[config.mk]
export PLATFORM = sky130hd
export DESIGN_NAME = lane_rhythm_ctrl
export DESIGN_NICKNAME = d
export VERILOG_FILES = /design/src/rtl/lane_rhythm_ctrl.sv
export SDC_FILE = /design/constraint.sdc
export NUM_CORES = 1
export LEC_CHECK = 0
export BUFFER_PORTS_ARGS = -buffer_cell sky130_fd_sc_hd__buf_2
export CAP_MARGIN = 20
export CORE_MARGIN = 2
export CORE_UTILIZATION = 32
export DETAILED_ROUTE_END_ITERATION = 10
export PLACE_DENSITY = 0.61
export SYNTH_ARGS = -nofsm -noshare
export SYNTH_HDL_FRONTEND = slang
export SYNTH_SLANG_ARGS = --single-unit
[constraint.sdc]
create_clock -name clk -period 7.9 [get_ports clk]
set_input_delay 0.395 -clock clk [delete_from_list [all_inputs] [get_ports clk]]
set_output_delay 0.395 -clock clk [all_outputs]
set_load 0.05 [all_outputs]
[src/rtl/lane_rhythm_ctrl.sv]
// rtl/lane_rhythm_ctrl.sv - N-lane rhythm game round sequencer: clear, latch, judge, draw, wait, advance.
module lane_rhythm_ctrl #(
    parameter int LANES       = 4,
    parameter int ROWS        = 40,
    parameter int OFF_W       = 6,
    parameter int WAIT_CYCLES = 16,
    parameter int MAX_MISSES  = 3,
    parameter int SCORE_W     = 12,
    parameter int STRICT      = 0,
    parameter int LOOP        = 0,
    localparam int MISS_W     = ($clog2(MAX_MISSES + 1) < 2) ? 2 : $clog2(MAX_MISSES + 1)
) (
    input  logic               clk,
    input  logic               reset,
    input  logic               start,
    input  logic [LANES-1:0]   keys,
    input  logic [LANES-1:0]   note_row,
    input  logic               clr_done,
    input  logic               draw_done,
    output logic               clr_start,
    output logic               draw_start,
    output logic               row_advance,
    output logic [OFF_W-1:0]   offset,
    output logic               hit_out,
    output logic               miss_out,
    output logic [SCORE_W-1:0] score,
    output logic [SCORE_W-1:0] combo,
    output logic [MISS_W-1:0]  misses,
    output logic               game_over,
    output logic               song_done
);
    localparam int WAIT_W = (WAIT_CYCLES > 1) ? $clog2(WAIT_CYCLES) : 1;

    typedef enum logic [2:0] {
        S_IDLE, S_CLEAR, S_LATCH, S_JUDGE, S_DRAW, S_WAIT, S_ADVANCE, S_OVER
    } state_t;

    state_t state;
    state_t state_nxt;

    logic [LANES-1:0]  keys_q;
    logic [LANES-1:0]  note_q;
    logic [WAIT_W-1:0] wait_cnt;

    logic               note_any;
    logic               judge_hit;
    logic               judge_miss;
    logic               miss_limit;
    logic               last_row;
    logic               bonus;
    logic [SCORE_W-1:0] note_pop;
    logic [SCORE_W:0]   score_sum;
    logic [SCORE_W-1:0] score_sat;
    logic [SCORE_W-1:0] combo_inc;
    logic [MISS_W-1:0]  misses_inc;

    // Judge datapath works only on the latched row so mid-row key bounces cannot change the verdict.
    always_comb begin
        note_pop = '0;
        for (int i = 0; i < LANES; i++) begin
            note_pop = note_pop + SCORE_W'(note_q[i]);
        end
    end

    assign note_any   = |note_q;
    assign judge_hit  = note_any && ((keys_q & note_q) == note_q) &&
                        ((STRICT == 0) || ((keys_q & ~note_q) == '0));
    assign judge_miss = (note_any && !judge_hit) ||
                        ((STRICT != 0) && !note_any && (keys_q != '0));

    assign bonus      = (combo >= SCORE_W'(8));
    assign score_sum  = {1'b0, score} + {1'b0, note_pop} + {{SCORE_W{1'b0}}, bonus};
    assign score_sat  = score_sum[SCORE_W] ? {SCORE_W{1'b1}} : score_sum[SCORE_W-1:0];
    assign combo_inc  = (&combo) ? combo : combo + SCORE_W'(1);
    assign misses_inc = misses + MISS_W'(1);
    assign miss_limit = judge_miss && (misses_inc == MISS_W'(MAX_MISSES));
    assign last_row   = (offset == OFF_W'(ROWS - 1));

    always_ff @(posedge clk or posedge reset) begin
        if (reset) begin
            state <= S_IDLE;
        end else begin
            state <= state_nxt;
        end
    end

    always_comb begin
        state_nxt = state;
        case (state)
            S_IDLE:    if (start) state_nxt = S_CLEAR;
            S_CLEAR:   if (clr_done) state_nxt = S_LATCH;
            S_LATCH:   state_nxt = S_JUDGE;
            S_JUDGE:   state_nxt = miss_limit ? S_OVER : S_DRAW;
            S_DRAW:    if (draw_done) state_nxt = S_WAIT;
            S_WAIT:    if (wait_cnt == '0) state_nxt = S_ADVANCE;
            S_ADVANCE: state_nxt = (last_row && (LOOP == 0)) ? S_OVER : S_LATCH;
            S_OVER:    if (start) state_nxt = S_CLEAR;
            default:   state_nxt = S_IDLE;
        endcase
    end

    always_comb begin
        clr_start  = (state == S_CLEAR);
        draw_start = (state == S_DRAW);
        game_over  = (state == S_OVER);
    end

    always_ff @(posedge clk or posedge reset) begin
        if (reset) begin
            keys_q      <= '0;
            note_q      <= '0;
            wait_cnt    <= '0;
            offset      <= '0;
            score       <= '0;
            combo       <= '0;
            misses      <= '0;
            hit_out     <= 1'b0;
            miss_out    <= 1'b0;
            row_advance <= 1'b0;
            song_done   <= 1'b0;
        end else begin
            hit_out     <= 1'b0;
            miss_out    <= 1'b0;
            row_advance <= 1'b0;
            case (state)
                S_IDLE, S_OVER: begin
                    if (start) begin
                        score     <= '0;
                        combo     <= '0;
                        misses    <= '0;
                        offset    <= '0;
                        song_done <= 1'b0;
                    end
                end
                S_LATCH: begin
                    keys_q <= keys;
                    note_q <= note_row;
                end
                S_JUDGE: begin
                    hit_out  <= judge_hit;
                    miss_out <= judge_miss;
                    if (judge_hit) begin
                        score <= score_sat;
                        combo <= combo_inc;
                    end else if (judge_miss) begin
                        misses <= misses_inc;
                        combo  <= '0;
                    end
                end
                S_DRAW: begin
                    if (draw_done) wait_cnt <= WAIT_W'(WAIT_CYCLES - 1);
                end
                S_WAIT: begin
                    if (wait_cnt != '0) wait_cnt <= wait_cnt - WAIT_W'(1);
                end
                S_ADVANCE: begin
                    if (!last_row) begin
                        offset      <= offset + OFF_W'(1);
                        row_advance <= 1'b1;
                    end else if (LOOP != 0) begin
                        offset      <= '0;
                        row_advance <= 1'b1;
                    end else begin
                        song_done <= 1'b1;
                    end
                end
                default: ;
            endcase
        end
    end
endmodule

==> results.cfg, run 1 <==
[global_route]
grt_pass1_vias = 2344
grt_overflow = 0
antenna_found_initial = 0
grt_pass1_wl_um = 11390
grt_max_degree = 52
grt_use_total_pct = 14.10

[die]
core-area_mm2 = 0.008721
row_count = 34
pin_count = 52
start_util_pct = 33.07
die_y_um = 98.94
dieArea_mm2 = 0.009788
die_width_um = 98.94

[placement]
placed_cell_area_mm2 = 0.003201
hpwl_um = 4947
pre_cts_slack_ns = 4.759
port_buffers = 51
gp_congestion = 0.7919
place_inst = 457

[clock_tree]
cts-root-buf = clkbuf_8
post_cts_buffers = 0
clkLatencyLatePin_ns = 0.31
cts_hold_buf = 0
cts.sinks = 51
cts_made_buffers = 5
cts_resized = 0
cts_max_path_buffers = 2
path_clk_slew_ns = 0.10
htree_levels = 2
tritoncts = yes

[status]
outcome = completed

[worst_setup_path]
cp-start-kind = flop
crit_start = combo[8]$_DFFE_PP0P_
reg2reg_slack_ns = 4.73
critPathKind = reg -> reg
required_ns = 8.11
crit_arrival_ns = 3.38
worstSetupEndpointType = flop
crit_fanout = 6
r2r-end = score[5]$_DFFE_PP0P_
r2r-start = combo[8]$_DFFE_PP0P_
reg2regPathDepth = 11

[yosys]
synth_area_leader_cell = dfrtp_1
ys_warn_count = 0
synth_edf_count = 0
syn_avg_cell_area_um2 = 9.273
synthCells = 311
yosys.cell_types.count = 54
ys_seq_area_share_pct = 44.25
synth_top_area_share_pct = 44.25
synth_common_cells = 51 x dfrtp_1, 25 x nor2_1, 24 x a21oi_1, 24 x nand2_1, 20 x inv_1
synth.cell_area_mm2 = 0.002884
synthFlopType = dfrtp_1
synth_seq_cells = 51
synth_fp_nets = 336
async_flop_share_pct = 100.0
ys_top_cells_by_area = dfrtp_1 44%, a21oi_1 4.2%, ha_1 3.9%
yosysMostFrequentCell = dfrtp_1

[route]
final_antenna_net_count = 0
wirelength_um = 6818
first_pass_iters = 4
viasPerCell = 5.320
drtIter0Drc = 69
wl_per_cell_um = 14.66
drc = 0
num_vias = 2474

[cells_and_area]
postLayoutCellArea_mm2 = 0.003318
fin_nets = 381
fin_cells = 465
fillers = 886
syn2layout_area_growth_pct = 15.05
diodes = 0
layout-drive-gt1-share_pct = 21.01

[worst_hold_path]
hold_path_class = in -> async

[timing]
period_share_pct = 40.08
max_freq_mhz = 315.8
post-route-min-period_ns = 3.166
rsz0062_at_grt = no
max-slew-margin-rel_pct = 51.40
setup_tns_ns = 0
tightestPinTransition_ns = 0.7241
timing.final.ws_setup_ns = 4.734
final-hold-violation-count = 0
clock_skew_ns = 0.01298
slew_violations = 0
setup_violations = 0

[power_and_ir_drop]
ir_worst_vdd_uv = 174.7
p_leak_nw = 1.586
p_per_area_mw_per_mm2 = 359.8
finalPower_w = 0.001194

[flow_run]
cap_violations = 0
==> kinds of logic (layout without fill, tap and decap cells) <==
logic type               after synthesis  count (layout)  share of synthesized area [%]
AND/OR/NAND/NOR                      117             117                          20.69
AO/OA/AOI/OAI                         83              83                          18.70
flip-flops                            51              51                          44.25
buffers and inverters                 35              81                          5.726
adder cells (fa/ha/maj)               12              12                          5.987
multiplexers                           9               9                          3.428
XOR/XNOR                               4               4                          1.215
==> metal layers <==
layer	routed length (um)	up-vias	track usage [%]
met5	0	-	0
met4	52	0	3.267
met3	288	4	2.766
met2	3174	48	22.35
met1	3302	1197	20.00
li1	-	1225	-
==> flip-flops by register name, summed over array words and instances (netlist names) <==
register and flops:
combo 12, hit_out 1, keys_q 4, miss_out 1, misses 2, note_q 4, offset 6, row_advance 1
score 12, song_done 1, state 3, wait_cnt 4
==> where the power goes <==
part           total (W)  internal [W]  switching, W
Sequential      0.000428      0.000330     0.0000979
Combinational   0.000573      0.000190      0.000383
Clock           0.000193      0.000103     0.0000901
Total            0.00119      0.000623      0.000571
==> metrics by stage <==
stage                     util (%)  hold slack (ns)
after floorplan                  -           0.4716
after global placement       36.70           0.4890
after detailed placement     36.70           0.4939
after CTS                    38.05           0.2784
after global routing         38.05           0.3027
final                        38.05           0.2338
==> cells in the final DEF (no fill, tap or decap), types with 3 or more instances in the layout <==
cell type,instances
and4_1,5
inv_1,19
a21o_1,3
ha_1,9
fa_1,3
o21ai_0,18
nor2_1,25
nand4_1,3
a41oi_1,6
nand3_1,11
a31oi_1,6
mux2_2,7
a311oi_1,4
nor4_1,5
a21oi_1,24
xnor2_1,4
clkbuf_8,6
dfrtp_1,51
nor3_1,16
nand2b_1,5
nand2_1,24
nand3b_1,3
buf_2,51
and3_1,9
==> worst max-delay path by stage <==
stage | cells after the start | to
after CTS | 11 | score[5]$_DFFE_PP0P_
final | 11 | score[5]$_DFFE_PP0P_
after global placement | 10 | score[3]$_DFFE_PP0P_
after detailed placement | 11 | score[5]$_DFFE_PP0P_
after global routing | 11 | score[9]$_DFFE_PP0P_
after floorplan | 11 | score[6]$_DFFE_PP0P_
==> critical path, cell delays in order, from the launching register on <==
cell      delay, ns
dfrtp_1        0.44
nor4_1         0.37
nand2_1        0.09
nor4_1         0.26
fa_1           0.48
inv_1          0.07
ha_1           0.18
fa_1           0.21
a21o_1         0.17
nand4_1        0.22
and2_1         0.31
a311oi_1       0.28
==> layout make-up <==
| type | instances | area, um2 | share of cell area [%] |
|---|---|---|---|
| Sequential cell | 51 | 1276 | 38.46 |
| Multi-Input combinational cell | 225 | 1443 | 43.48 |
| Clock buffer | 6 | 82.58 | 2.489 |
| Inverter | 21 | 83.83 | 2.526 |
| Timing Repair Buffer | 52 | 262.8 | 7.919 |
| Clock inverter | 2 | 35.03 | 1.056 |
| Tap cell | 108 | 135.1 | 4.072 |
(Power assumes the default switching activity.)
==> inputs of run 2 (changes only) <==
Settings changed: PLACE_DENSITY 0.61 to 0.63.
Clock period 7.9 ns to 2.7 ns, I/O delays scaled along.
==> results.cfg, run 2 (synthesized netlist as in run 1, its figures left out) <==
[status]
outcome = complete, but fails checks
violations = negative setup slack

[flow_run]
cap_violations = 0

[global_route]
grt_pass1_vias = 2413
grt_overflow = 0
antenna_found_initial = 0
grt_max_degree = 23
grt_use_total_pct = 14.48
grt_pass1_wl_um = 11540

[clock_tree]
cts-root-buf = clkbuf_8
htree_levels = 2
path_clk_slew_ns = 0.09
cts_made_buffers = 5
tritoncts = yes
clkLatencyLatePin_ns = 0.30
cts.sinks = 51
cts_max_path_buffers = 2

[cells_and_area]
fin_cells = 490
fin_nets = 406
mostFrequentLayoutCells = 51 x buf_2, 46 x dfrtp_1, 25 x nor2_1, 25 x buf_4, 24 x a21oi_1
layout-drive-gt1-share_pct = 30.89
diodes = 0
syn2layout_area_growth_pct = 23.73
postLayoutCellArea_mm2 = 0.003568
reg_top3 = combo: 12 flops, score: 12 flops, offset: 6 flops
layout_commonest_cell = buf_2

[route]
wirelength_um = 6996
viasPerCell = 5.237
drtIter0Drc = 146
first_pass_iters = 4
final_antenna_net_count = 0
drc = 0
num_vias = 2566
wl_per_cell_um = 14.28

[die]
start_util_pct = 33.07
pin_count = 52
row_count = 34
core-area_mm2 = 0.008721
dieArea_mm2 = 0.009788
die_width_um = 98.94
die_y_um = 98.94

[timing]
max-slew-margin-rel_pct = 51.38
tightestPinTransition_ns = 0.7244
whs_ns = 0.04526
post-route-min-period_ns = 2.894
max_freq_mhz = 345.5
slew_violations = 0
final-hold-violation-count = 0
rsz0062_at_grt = yes
setup_violations = 12
timing.final.ws_setup_ns = -0.1942
setup_tns_ns = -1.811
period_share_pct = 107.2
clock_skew_ns = 0.006928

[placement]
gp_congestion = 0.7643
hpwl_um = 5188
port_buffers = 51
place_inst = 479
placed_cell_area_mm2 = 0.003388

[power_and_ir_drop]
ir_worst_vdd_uv = 495.6
p_per_area_mw_per_mm2 = 1014
p_leak_nw = 1.721

[worst_setup_path]
r2r-start = score[0]$_DFFE_PP0P_
worstSetupEndpointType = flop
critPathKind = reg -> reg
crit_arrival_ns = 3.06
required_ns = 2.87
crit_start = score[0]$_DFFE_PP0P_
cp-start-kind = flop
crit_fanout = 6

[worst_hold_path]
worstHoldStart = note_row[3]
hold_path_class = in -> reg
[run 2: cell types whose count changed in the layout (fill, tap and decap cells not counted), sizes merged]
| cell | change |
|---|---|
| buf | +24 |
| clkbuf | +1 |
| dlygate4sd3 | +1 |
| bufinv | -1 |
[run 2: path summary, 6_finish.rpt]
check	end	cells past startpoint	slack, ns
worst max-delay path	score[3]$_DFFE_PP0P_	10	-0.19
worst min-delay path	note_q[3]$_DFFE_PP0P_	3	0.05
worst max register to register	score[3]$_DFFE_PP0P_	10	-0.19
worst min register to register	song_done$_DFFE_PP0P_	2	0.51
max in group asynchronous	combo[9]$_DFFE_PP0P_	4	1.64
min in group asynchronous	row_advance$_DFF_PP0_	3	0.41
[run 2: metal layers]
metal  up-vias  global-route usage, %  wire length [um]
li1       1265                      -                 -
met1      1239                  19.86              3243
met2        54                  23.44              3323
met3         8                  2.766               335
met4         0                  4.110                93
met5         -                      0                 0
[run 2: what timing repair did]
item,4_1_cts,5_1_grt
pin swaps,8,8
hold buffers,1,0
setup buffers,1,1
cloned,0,0
hold endpoints to repair,20,0
resized for setup,11,4
endpoints found under the setup margin,12,12
[run 2: worst max-delay path: stages, from the launching register on]
cell and delay (ns):
dfrtp_2 0.43, fa_1 0.56, inv_2 0.04, fa_1 0.49, inv_1 0.04, ha_2 0.17, fa_2 0.34, a21o_1 0.19
nand4_1 0.17, and2_4 0.22, a311oi_1 0.10
[run 2: through the flow]
stage	power [W]	util [%]	setup slack (ns)
after global placement	0.003066	38.85	-0.1981
final	0.003617	40.92	-0.1942
after detailed placement	0.003131	38.85	-0.2882
after CTS	0.003620	40.62	-0.1956
after global routing	0.003935	40.92	-0.3111
after floorplan	0.002602	-	-0.2540
[run 2: cell type report]
cell class                 instances  area [um2]
clock buffer                       7       86.33
clock inverter                     1       5.005
fill                             865        5152
inverter                          21       83.83
multi-input combinational        225        1523
sequential                        51        1282
tap                              108       135.1
timing repair buffer              77       452.9
[run 2: report_power, final]
group / leakage [nW] / total [W] / internal [W] / switching [W]
registers: 0.657 / 0.00121 / 0.000967 / 0.000246
logic: 1.02 / 0.00195 / 0.000718 / 0.00123
clock network: 0.0482 / 0.000451 / 0.000207 / 0.000243
total: 1.72 / 0.00362 / 0.00189 / 0.00172
==> inputs of run 3 (changes only) <==
Settings changed: PLACE_DENSITY 0.63 to not set, TNS_END_PERCENT set to 20.
==> results.cfg, run 3 (synthesized netlist as in run 1, its figures left out) <==
[die]
die_width_um = 98.94
die_y_um = 98.94
pin_count = 52
core-area_mm2 = 0.008721
dieArea_mm2 = 0.009788
start_util_pct = 33.07
row_count = 34

[placement]
gp_congestion = 0.8180
place_inst = 478
placed_cell_area_mm2 = 0.003376
hpwl_um = 5306
pre_cts_slack_ns = -0.2753
port_buffers = 51

[global_route]
grt_pass1_vias = 2422
grt_max_degree = 31
grt_use_total_pct = 14.59
antenna_found_initial = 0
grt_overflow = 0
grt_pass1_wl_um = 11740

[power_and_ir_drop]
ir_worst_vdd_uv = 394.1
p_per_area_mw_per_mm2 = 1036
pwr-share-comb_pct = 53.8
swShare_pct = 47.54
intPower_w = 0.001911
net-switching-power_w = 0.001732
power_frac_clock_pct = 13.1
seqPwrFrac_pct = 33.0
p_leak_nw = 1.685

[cells_and_area]
diodes = 0
multi_input_area_mm2 = 0.001485
layout_commonest_cell = buf_2
layout-drive-gt1-share_pct = 29.02
mostFrequentLayoutCells = 51 x buf_2, 46 x dfrtp_1, 25 x nor2_1
fillers = 888
fin_cells = 487
postLayoutCellArea_mm2 = 0.003517
fin_nets = 403
reg_top3 = combo: 12 flops, score: 12 flops, offset: 6 flops
regArea_mm2 = 0.001282
syn2layout_area_growth_pct = 21.95
final_util_pct = 40.33

[timing]
tightestPinTransition_ns = 0.7485
final-hold-violation-count = 0
period_share_pct = 108.7
max-slew-margin-rel_pct = 49.77
rsz0062_at_grt = yes
slew_violations = 0
setup_tns_ns = -2.236
setup_violations = 12
max_freq_mhz = 340.6
post-route-min-period_ns = 2.936
clock_skew_ns = 0.006881
timing.final.ws_setup_ns = -0.2357

[worst_setup_path]
cp_cell_sequence = fa_1 > inv_2 > fa_1 > inv_2 > ha_4 > fa_2 > a21o_1 > nand4_1 > buf_4 > and3_1 > nor3_1
reg2regPathDepth = 11
cp-start-kind = flop
worstSetupEndpointType = flop
cpMaxStageDelayCell = fa_1
required_ns = 2.87
reg2reg_slack_ns = -0.24
crit_arrival_ns = 3.11
r2r-end = score[7]$_DFFE_PP0P_
critPathKind = reg -> reg
max_stage_delay_ns = 0.56
crit_fanout = 5
r2r-start = note_q[2]$_DFFE_PP0P_

[clock_tree]
path_clk_slew_ns = 0.09
tritoncts = yes
cts_max_path_buffers = 2
cts_made_buffers = 5
clkLatencyLatePin_ns = 0.31
cts-root-buf = clkbuf_8
htree_levels = 2
cts.sinks = 51

[route]
num_vias = 2541
wirelength_um = 6998
final_antenna_net_count = 0
first_pass_iters = 4
drtIter0Drc = 119
viasPerCell = 5.218
drc = 0
wl_per_cell_um = 14.37

[status]
violations = negative setup slack
outcome = complete, but fails checks

[worst_hold_path]
worstHoldStart = note_row[3]
hold_path_class = in -> reg
min_path_cells = 3
hold_end = note_q[3]$_DFFE_PP0P_

[flow_run]
cap_violations = 0
run 3: cell type report:
class,instances,area share [%]
flip-flops and latches,51,36.46
multi-input cells,225,42.23
inverters,21,2.383
well taps,108,3.842
clock buffers,8,2.846
repair buffers,74,12.24
run 3: worst max-delay path: cells and delay by family (launching register included):
family | cells | cell delay (ns)
AND/OR/NAND/NOR | 3 | 0.36
buffers and inverters | 3 | 0.24
adder cells (fa/ha/maj) | 4 | 1.59
flip-flops | 1 | 0.41
AO/OA/AOI/OAI | 1 | 0.22
run 3: worst max path at each step:
stage | depth (start not counted) | startpoint | to
6_report | 11 | note_q[2]$_DFFE_PP0P_ | score[7]$_DFFE_PP0P_
5_1_grt | 11 | note_q[2]$_DFFE_PP0P_ | score[7]$_DFFE_PP0P_
4_1_cts | 11 | note_q[2]$_DFFE_PP0P_ | score[7]$_DFFE_PP0P_
3_3_place_gp | 10 | note_q[2]$_DFFE_PP0P_ | score[3]$_DFFE_PP0P_
2_1_floorplan | 11 | score[0]$_DFFE_PP0P_ | score[6]$_DFFE_PP0P_
3_5_place_dp | 10 | note_q[2]$_DFFE_PP0P_ | score[5]$_DFFE_PP0P_
run 3: layer usage:
metal | up-vias | wire length, um | global-route usage (%)
met1 | 1217 | 3358 | 20.38
met5 | - | 0 | 0
met2 | 50 | 3253 | 23.18
met4 | 0 | 102 | 4.953
met3 | 7 | 283 | 2.199
li1 | 1267 | - | -
run 3: metrics by stage:
| stage | hold slack (ns) | total power (W) |
|---|---|---|
| floorplan | 0.2363 | 0.002598 |
| global route | 0.06088 | 0.003963 |
| finish | 0.04826 | 0.003644 |
| detailed placement | 0.1875 | 0.003128 |
| CTS | 0.05208 | 0.003622 |
| global placement | 0.1909 | 0.003086 |
run 3: what timing repair did:
| item | CTS | global route |
|---|---|---|
| pin swaps | 3 | 2 |
| endpoints found under the setup margin | 12 | 12 |
| endpoints found under the hold margin | 21 | 0 |
| hold buffers | 1 | 0 |
| resized for setup | 7 | 3 |
| buffers inserted | 0 | 0 |
run 3: power groups by stage:
stage	logic [W]	registers [W]	clock network, W
after detailed placement	0.00191	0.00122	0
after CTS	0.00192	0.00120	0.000497
after floorplan	0.00110	0.00150	0
after global placement	0.00187	0.00121	0
final	0.00196	0.00120	0.000479
after global routing	0.00219	0.00125	0.000526
